File: src/rtl/cnn_layer_accel_result_pkg.sv
// ============================================================================
// Module   : cnn_layer_accel_result_pkg
// Brief    : Shared types and constants for the CNN layer result packer.
// Revision : 1.0 - initial release
// ============================================================================
`default_nettype none

package cnn_layer_accel_result_pkg;

    localparam int unsigned C_LANES          = 8;
    localparam int unsigned C_LANE_W         = 3;
    localparam int          C_DEF_RES_WIDTH  = 16;
    localparam int          C_DEF_PACK_WIDTH = 128;
    localparam int          C_DEF_CNT_WIDTH  = 16;

    localparam logic [C_LANE_W-1:0] C_LAST_LANE = 3'd7;

    typedef enum logic [1:0] {
        ST_IDLE    = 2'd0,
        ST_COLLECT = 2'd1,
        ST_DRAIN   = 2'd2,
        ST_DONE    = 2'd3
    } state_e;

endpackage

`default_nettype wire

File: src/rtl/cnn_layer_accel_out_reg.sv
// ============================================================================
// Module   : cnn_layer_accel_out_reg
// Brief    : Valid/ready holding register for packed words, refillable in the
//            same cycle its current word is drained.
// Revision : 1.0 - initial release
// ============================================================================
`default_nettype none

module cnn_layer_accel_out_reg
    import cnn_layer_accel_result_pkg::*;
#(
    parameter int C_PACK_WIDTH = C_DEF_PACK_WIDTH
) (
    input  logic                    clk_i,
    input  logic                    rst_ni,
    input  logic                    load_i,
    input  logic [C_PACK_WIDTH-1:0] data_i,
    input  logic [C_LANES-1:0]      keep_i,
    input  logic                    last_i,
    input  logic                    ready_i,
    output logic                    valid_o,
    output logic [C_PACK_WIDTH-1:0] data_o,
    output logic [C_LANES-1:0]      keep_o,
    output logic                    last_o,
    output logic                    can_load_o
);

    logic                    valid_q;
    logic [C_PACK_WIDTH-1:0] data_q;
    logic [C_LANES-1:0]      keep_q;
    logic                    last_q;

    // Free when empty or when the held word leaves this cycle.
    assign can_load_o = !valid_q || ready_i;

    always_ff @(posedge clk_i or negedge rst_ni) begin
        if (!rst_ni) begin
            valid_q <= 1'b0;
            data_q  <= '0;
            keep_q  <= '0;
            last_q  <= 1'b0;
        end else if (load_i) begin
            valid_q <= 1'b1;
            data_q  <= data_i;
            keep_q  <= keep_i;
            last_q  <= last_i;
        end else if (valid_q && ready_i) begin
            valid_q <= 1'b0;
        end
    end

    assign valid_o = valid_q;
    assign data_o  = data_q;
    assign keep_o  = keep_q;
    assign last_o  = last_q;

endmodule

`default_nettype wire

File: src/rtl/cnn_layer_accel_result_packer.sv
// ============================================================================
// Module   : cnn_layer_accel_result_packer
// Brief    : Packs a job's result samples into 8-lane words with keep/last.
// Revision : 1.0 - initial release
// ============================================================================
`default_nettype none

module cnn_layer_accel_result_packer
    import cnn_layer_accel_result_pkg::*;
#(
    parameter int C_RES_WIDTH  = C_DEF_RES_WIDTH,
    parameter int C_PACK_WIDTH = C_DEF_PACK_WIDTH,
    parameter int C_CNT_WIDTH  = C_DEF_CNT_WIDTH
) (
    input  logic                    clk_if,
    input  logic                    rst,
    input  logic                    job_arm,
    input  logic [C_CNT_WIDTH-1:0]  expected_count,
    input  logic                    result_valid,
    output logic                    result_accept,
    input  logic [C_RES_WIDTH-1:0]  result_data,
    output logic                    pack_valid,
    input  logic                    pack_ready,
    output logic [C_PACK_WIDTH-1:0] pack_data,
    output logic [C_LANES-1:0]      pack_keep,
    output logic                    pack_last,
    output logic                    job_done,
    output logic                    arm_err
);

    state_e                  state_q, state_d;
    logic [C_CNT_WIDTH-1:0]  exp_q;
    logic [C_CNT_WIDTH-1:0]  cnt_q;
    logic [C_LANE_W-1:0]     lane_q;
    logic [C_PACK_WIDTH-1:0] acc_q;
    logic [C_LANES-1:0]      keep_q;
    logic                    acc_full_q, acc_full_d;
    logic                    acc_last_q;
    logic                    accept_q, accept_d;
    logic                    done_q, done_d;
    logic                    arm_err_q;

    logic                    w_arm_idle;
    logic                    w_xfer;
    logic                    w_final;
    logic                    w_complete;
    logic                    w_can_load;
    logic                    w_direct;
    logic                    w_park;
    logic                    w_move;
    logic                    w_out_load;
    logic [C_CNT_WIDTH:0]    w_cnt_inc;
    logic [C_PACK_WIDTH-1:0] w_word;
    logic [C_LANES-1:0]      w_keep;
    logic [C_PACK_WIDTH-1:0] w_out_data;
    logic [C_LANES-1:0]      w_out_keep;
    logic                    w_out_last;

    assign w_arm_idle = job_arm && (state_q == ST_IDLE);
    assign w_xfer     = result_valid && accept_q;

    // One bit wider than the count so an all-ones expected_count cannot wrap.
    assign w_cnt_inc  = {1'b0, cnt_q} + {{C_CNT_WIDTH{1'b0}}, 1'b1};
    assign w_final    = (w_cnt_inc == {1'b0, exp_q});
    assign w_complete = w_xfer && ((lane_q == C_LAST_LANE) || w_final);

    // A completed word goes straight out if it can, otherwise it parks in the
    // accumulator (which stalls intake) until the output register frees up.
    assign w_direct   = w_complete && w_can_load;
    assign w_park     = w_complete && !w_can_load;
    assign w_move     = acc_full_q && w_can_load;
    assign w_out_load = w_direct || w_move;

    for (genvar g = 0; g < C_LANES; g++) begin : g_lane
        assign w_word[g*C_RES_WIDTH +: C_RES_WIDTH] =
            (lane_q == C_LANE_W'(g)) ? result_data : acc_q[g*C_RES_WIDTH +: C_RES_WIDTH];
    end

    assign w_keep     = keep_q | (C_LANES'(1) << lane_q);
    assign w_out_data = w_move ? acc_q      : w_word;
    assign w_out_keep = w_move ? keep_q     : w_keep;
    assign w_out_last = w_move ? acc_last_q : w_final;

    always_comb begin
        state_d    = state_q;
        acc_full_d = acc_full_q;
        if (w_park) begin
            acc_full_d = 1'b1;
        end else if (w_move) begin
            acc_full_d = 1'b0;
        end
        case (state_q)
            ST_IDLE: begin
                if (job_arm) begin
                    state_d = (expected_count == '0) ? ST_DONE : ST_COLLECT;
                end
            end
            ST_COLLECT: begin
                if (w_xfer && w_final) begin
                    state_d = ST_DRAIN;
                end
            end
            ST_DRAIN: begin
                if (pack_valid && pack_ready && pack_last) begin
                    state_d = ST_DONE;
                end
            end
            ST_DONE: begin
                state_d = ST_IDLE;
            end
            default: begin
                state_d = ST_IDLE;
            end
        endcase
        // Accept is registered, so it is derived from next-cycle state.
        accept_d = (state_d == ST_COLLECT) && !acc_full_d;
        done_d   = (state_d == ST_DONE);
    end

    always_ff @(posedge clk_if or negedge rst) begin
        if (!rst) begin
            state_q   <= ST_IDLE;
            accept_q  <= 1'b0;
            done_q    <= 1'b0;
            arm_err_q <= 1'b0;
        end else begin
            state_q  <= state_d;
            accept_q <= accept_d;
            done_q   <= done_d;
            if (job_arm && (state_q != ST_IDLE)) begin
                arm_err_q <= 1'b1;
            end
        end
    end

    always_ff @(posedge clk_if or negedge rst) begin
        if (!rst) begin
            exp_q      <= '0;
            cnt_q      <= '0;
            lane_q     <= '0;
            acc_q      <= '0;
            keep_q     <= '0;
            acc_full_q <= 1'b0;
            acc_last_q <= 1'b0;
        end else if (w_arm_idle) begin
            exp_q      <= expected_count;
            cnt_q      <= '0;
            lane_q     <= '0;
            acc_q      <= '0;
            keep_q     <= '0;
            acc_full_q <= 1'b0;
            acc_last_q <= 1'b0;
        end else begin
            acc_full_q <= acc_full_d;
            if (w_xfer) begin
                cnt_q <= w_cnt_inc[C_CNT_WIDTH-1:0];
            end
            if (w_complete) begin
                lane_q <= '0;
                if (w_can_load) begin
                    acc_q  <= '0;
                    keep_q <= '0;
                end else begin
                    acc_q      <= w_word;
                    keep_q     <= w_keep;
                    acc_last_q <= w_final;
                end
            end else if (w_xfer) begin
                lane_q <= lane_q + 1'b1;
                acc_q  <= w_word;
                keep_q <= w_keep;
            end else if (w_move) begin
                acc_q  <= '0;
                keep_q <= '0;
            end
        end
    end

    cnn_layer_accel_out_reg #(
        .C_PACK_WIDTH (C_PACK_WIDTH)
    ) u_out_reg (
        .clk_i      (clk_if),
        .rst_ni     (rst),
        .load_i     (w_out_load),
        .data_i     (w_out_data),
        .keep_i     (w_out_keep),
        .last_i     (w_out_last),
        .ready_i    (pack_ready),
        .valid_o    (pack_valid),
        .data_o     (pack_data),
        .keep_o     (pack_keep),
        .last_o     (pack_last),
        .can_load_o (w_can_load)
    );

    assign result_accept = accept_q;
    assign job_done      = done_q;
    assign arm_err       = arm_err_q;

endmodule

`default_nettype wire

File: config.mk
export PLATFORM = sky130hd
export DESIGN_NAME = cnn_layer_accel_result_packer
export DESIGN_NICKNAME = d
export VERILOG_FILES = /design/src/rtl/cnn_layer_accel_result_pkg.sv /design/src/rtl/cnn_layer_accel_out_reg.sv /design/src/rtl/cnn_layer_accel_result_packer.sv
export SDC_FILE = /design/constraint.sdc
export NUM_CORES = 1
export LEC_CHECK = 0
export CAP_MARGIN = 20
export CORE_MARGIN = 3
export CORE_UTILIZATION = 50
export CTS_BUF_LIST = sky130_fd_sc_hd__clkbuf_4 sky130_fd_sc_hd__clkbuf_8
export DETAILED_ROUTE_END_ITERATION = 10
export GPL_ROUTABILITY_DRIVEN = 0
export GPL_TIMING_DRIVEN = 0
export PLACE_DENSITY = 0.73
export SLEW_MARGIN = 20
export SYNTH_ARGS = -nofsm -noshare
export SYNTH_HDL_FRONTEND = slang
export SYNTH_HIERARCHICAL = 1
export SYNTH_SLANG_ARGS = --single-unit
File: constraint.sdc
create_clock -name clk_if -period 7.14 [get_ports clk_if]
set_clock_uncertainty 0.15 [all_clocks]
set_input_delay 1.785 -clock clk_if [delete_from_list [all_inputs] [get_ports clk_if]]
set_output_delay 1.785 -clock clk_if [all_outputs]
set_load 0.01 [all_outputs]
==> impl_metrics.py <==
metrics = {
    "synth": {
        "synthCells": 1103,
        "syn_nets": 1147,
        "synth.distinct_cells": 52,
        "muxShareOfSynthArea": 0.207,
        "postSynth.asyncResetShare": 1.00,
        "synth_xor_area_frac": 0.0210,
        "synthAdderAreaFrac": 0.00608,
        "synth_top_family_by_area": "multiplexers",
        "seq_area_frac_synth": 0.549,
        "synthSimpleGateAreaFrac": 0.0655,
        "synth-main-ff-cell": "dfrtp_1",
        "synth-edff-count": 0,
        "synth_compound_area_frac": 0.114,
        "synth_warnings": 6,
        "synth_area_sq_um": 14400,
        "syn_area_per_cell_sq_um": 13.1,
        "ys_ff_latch": 316,
    },
    "drt": {
        "firstDrtPassIters": 5,
        "ant_nets": 0,
        "drc_errors": 0,
        "vias": 10100,
        "finalWirelength_um": 37600,
        "via_per_inst": 5.73,
        "drt_iter0_drc": 703,
        "routedWlPerCell_um": 21.4,
    },
    "clock_network": {
        "insertion_delay_ns": 0.59,
        "clock_path_buffers": 3,
        "postCtsSetupBuffers": 0,
        "clkSinkCount": 316,
        "cts-resized-gates": 0,
        "cts_buffers": 53,
        "cts_tree": "done",
        "clk_pin_slew_worst_paths_ns": 0.06,
        "cts_root_buf": "clkbuf_8",
        "h-tree-depth": 2,
        "cts_hold_buf": 0,
    },
    "sta": {
        "hold_ws_ns": 0.322,
        "maxSlewViolCount": 0,
        "hold_violations": 0,
        "final-setup-viol-count": 0,
        "min_period_over_period": 0.619,
        "fmax_ghz": 0.226,
        "worst_pin_slew_ns": 0.827,
        "timing.final.ws_setup_ns": 2.72,
        "relSlewSlack": 0.446,
        "fin_crit_ns": 4.42,
        "rsz0062_at_grt": "false",
    },
    "worst_setup_path": {
        "crit_type": "input port to flip-flop",
        "path_buf_inv": 3,
        "startpoint_type": "input port",
        "required_ns": 7.45,
        "cp_top_family": "buffers and inverters",
        "endpoint_kind": "flip-flop",
        "max_stage_delay_ns": 0.63,
        "crit_arrival_ns": 4.72,
        "crit_fanout": 10,
        "worst-r2r-setup-slack_ns": 2.74,
        "worstPathCellList": "clkdlybuf4s50_1 > nand2b_1 > and2_1 > clkbuf_1 > nor2_1 > clkbuf_1 > mux2_2 > mux2_2",
        "crit_path_top_delay_cell": "nor2_1",
    },
    "placement": {
        "place_worst_setup_slack_ns": 2.18,
        "dp.cells": 1661,
        "dp_hpwl_um": 26500,
        "port_buffers": 177,
    },
    "power": {
        "finalPower_uw": 6720,
        "irDropWorstVdd_uv": 222,
        "power_density_nw_per_um2": 373,
        "leakage_uw": 0.00847,
    },
    "hold_path": {
        "hp-class": "flip-flop to flip-flop",
    },
    "floorplanning": {
        "core_sq_um": 28100,
        "num_rows": 61,
        "die-area_sq_um": 30900,
        "ioPinCount": 178,
        "dieWidth_um": 176,
        "die_h_um": 176,
        "start_util": 0.513,
    },
    "cells_and_area": {
        "diodes": 0,
        "mostFrequentLayoutCell": "dfrtp_1",
        "layout.nets": 1382,
        "drive_above_1_share": 0.308,
        "fin_cells": 1759,
        "syn_to_final_growth_pct": 25.0,
        "final_cell_mix": "dfrtp_1, mux2_2, clkdlybuf4s50_1",
        "finalCoreUtilization": 0.641,
    },
    "global_routing": {
        "antenna_found_initial": 0,
        "grt_pass1_wl_um": 59300,
        "grt_pass1_vias": 10400,
        "grt_max_degree": 102,
        "grt_usage": 0.242,
        "overflow": 0,
    },
    "run_status": {
        "status": "completed",
    },
    "run": {
        "cap_violations": 0,
    },
}
==> state kept, by name, summed over array words and instances, names as in the netlist <==
register / cells
u_out_reg/valid_o: 1
u_out_reg/data_o: 128
u_out_reg/keep_o: 8
acc_q: 128
arm_err: 1
result_accept: 1
u_out_reg/last_o: 1
exp_q: 16
keep_q: 8
state_q: 2
acc_last_q: 1
lane_q: 3
acc_full_q: 1
cnt_q: 16
job_done: 1
==> cell usage after synthesis (4+ instances only) <==
master / instances / area share
dfrtp_1: 316 / 0.55
mux2_2: 265 / 0.21
a22o_1: 114 / 0.069
nand2_1: 80 / 0.021
clkbuf_1: 40 / 0.010
nor2_1: 27 / 0.0070
o21ai_0: 22 / 0.0076
buf_6: 21 / 0.016
buf_2: 19 / 0.0066
a32o_1: 17 / 0.012
xnor2_1: 16 / 0.0097
xor2_1: 16 / 0.0097
nand3_1: 14 / 0.0049
a21oi_1: 13 / 0.0045
inv_1: 11 / 0.0029
nor3_1: 10 / 0.0035
nor4_1: 10 / 0.0043
o21a_1: 9 / 0.0047
nand2b_1: 8 / 0.0035
ha_1: 7 / 0.0061
and2_1: 6 / 0.0026
o2111a_1: 6 / 0.0047
nand4_1: 5 / 0.0022
nor2b_1: 5 / 0.0022
or2_2: 5 / 0.0022
a21o_1: 4 / 0.0021
a31o_2: 4 / 0.0024
or3_1: 4 / 0.0017
==> metal layers <==
layer | routed length [um] | track usage | vias to the layer above
met5 | 0 | 0 | -
met4 | 856 | 0.0713 | 0
met3 | 2390 | 0.0486 | 62
met2 | 16900 | 0.366 | 344
met1 | 17400 | 0.357 | 5146
li1 | - | - | 4529
==> area by class of cell <==
type,instances,area (sq um)
clock inverter,15,196
buffer,81,485
clock buffer,83,1070
inverter,11,41.3
multi-input combinational,695,5970
tap,378,473
fill,2225,10100
sequential,316,7910
timing repair buffer,180,1860
==> through the flow <==
step,instance area (sq um),TNS [ns]
2_1_floorplan,14400,0
3_3_place_gp,16600,-3008.53
3_5_place_dp,16700,0
4_1_cts,18000,0
5_1_grt,18000,0
6_report,18000,0
==> worst reg2reg max path, stage by stage, from the launching register on <==
cell and delay, ns:
dfrtp_1 0.48, ha_1 0.24, nand3_1 0.20, buf_2 0.25
nor4_1 0.47, xnor2_1 0.17, nand4_1 0.09, nor4_1 0.57
a21oi_1 0.20, clkbuf_1 0.27, nor2_1 0.19, o21a_1 0.21
buf_6 0.21, buf_6 0.21, mux2_2 0.36
==> cell families (layout without fill, tap and decap cells) <==
| logic type | count (synthesis) | in the layout |
|---|---|---|
| buffers and inverters | 92 | 370 |
| and+or+nand+nor | 189 | 189 |
| muxes | 265 | 265 |
| AOI/OAI and AO/OA | 201 | 201 |
| DFF | 316 | 316 |
| adders and majority gates | 7 | 7 |
| xor gates and xnor gates | 33 | 33 |
==> final timing paths <==
| path | start | to | cells past startpoint |
|---|---|---|---|
| setup / recovery | pack_ready | u_out_reg/data_o[106]$_DFFE_PN0P_ | 8 |
| hold / removal | arm_err$_DFFE_PN0P_ | arm_err$_DFFE_PN0P_ | 1 |
| setup reg to reg | cnt_q[0]$_DFFE_PN0P_ | u_out_reg/data_o[74]$_DFFE_PN0P_ | 14 |
| hold reg to reg | arm_err$_DFFE_PN0P_ | arm_err$_DFFE_PN0P_ | 1 |
| max in group asynchronous | rst | u_out_reg/data_o[5]$_DFFE_PN0P_ | 2 |
| min in group asynchronous | rst | exp_q[5]$_DFFE_PN0P_ | 1 |
==> power by group <==
part	switching (uW)	internal [uW]	total, uW
logic	966	1250	2220
clock network	766	1110	1870
registers	325	2300	2630
(Power assumes the default switching activity.)
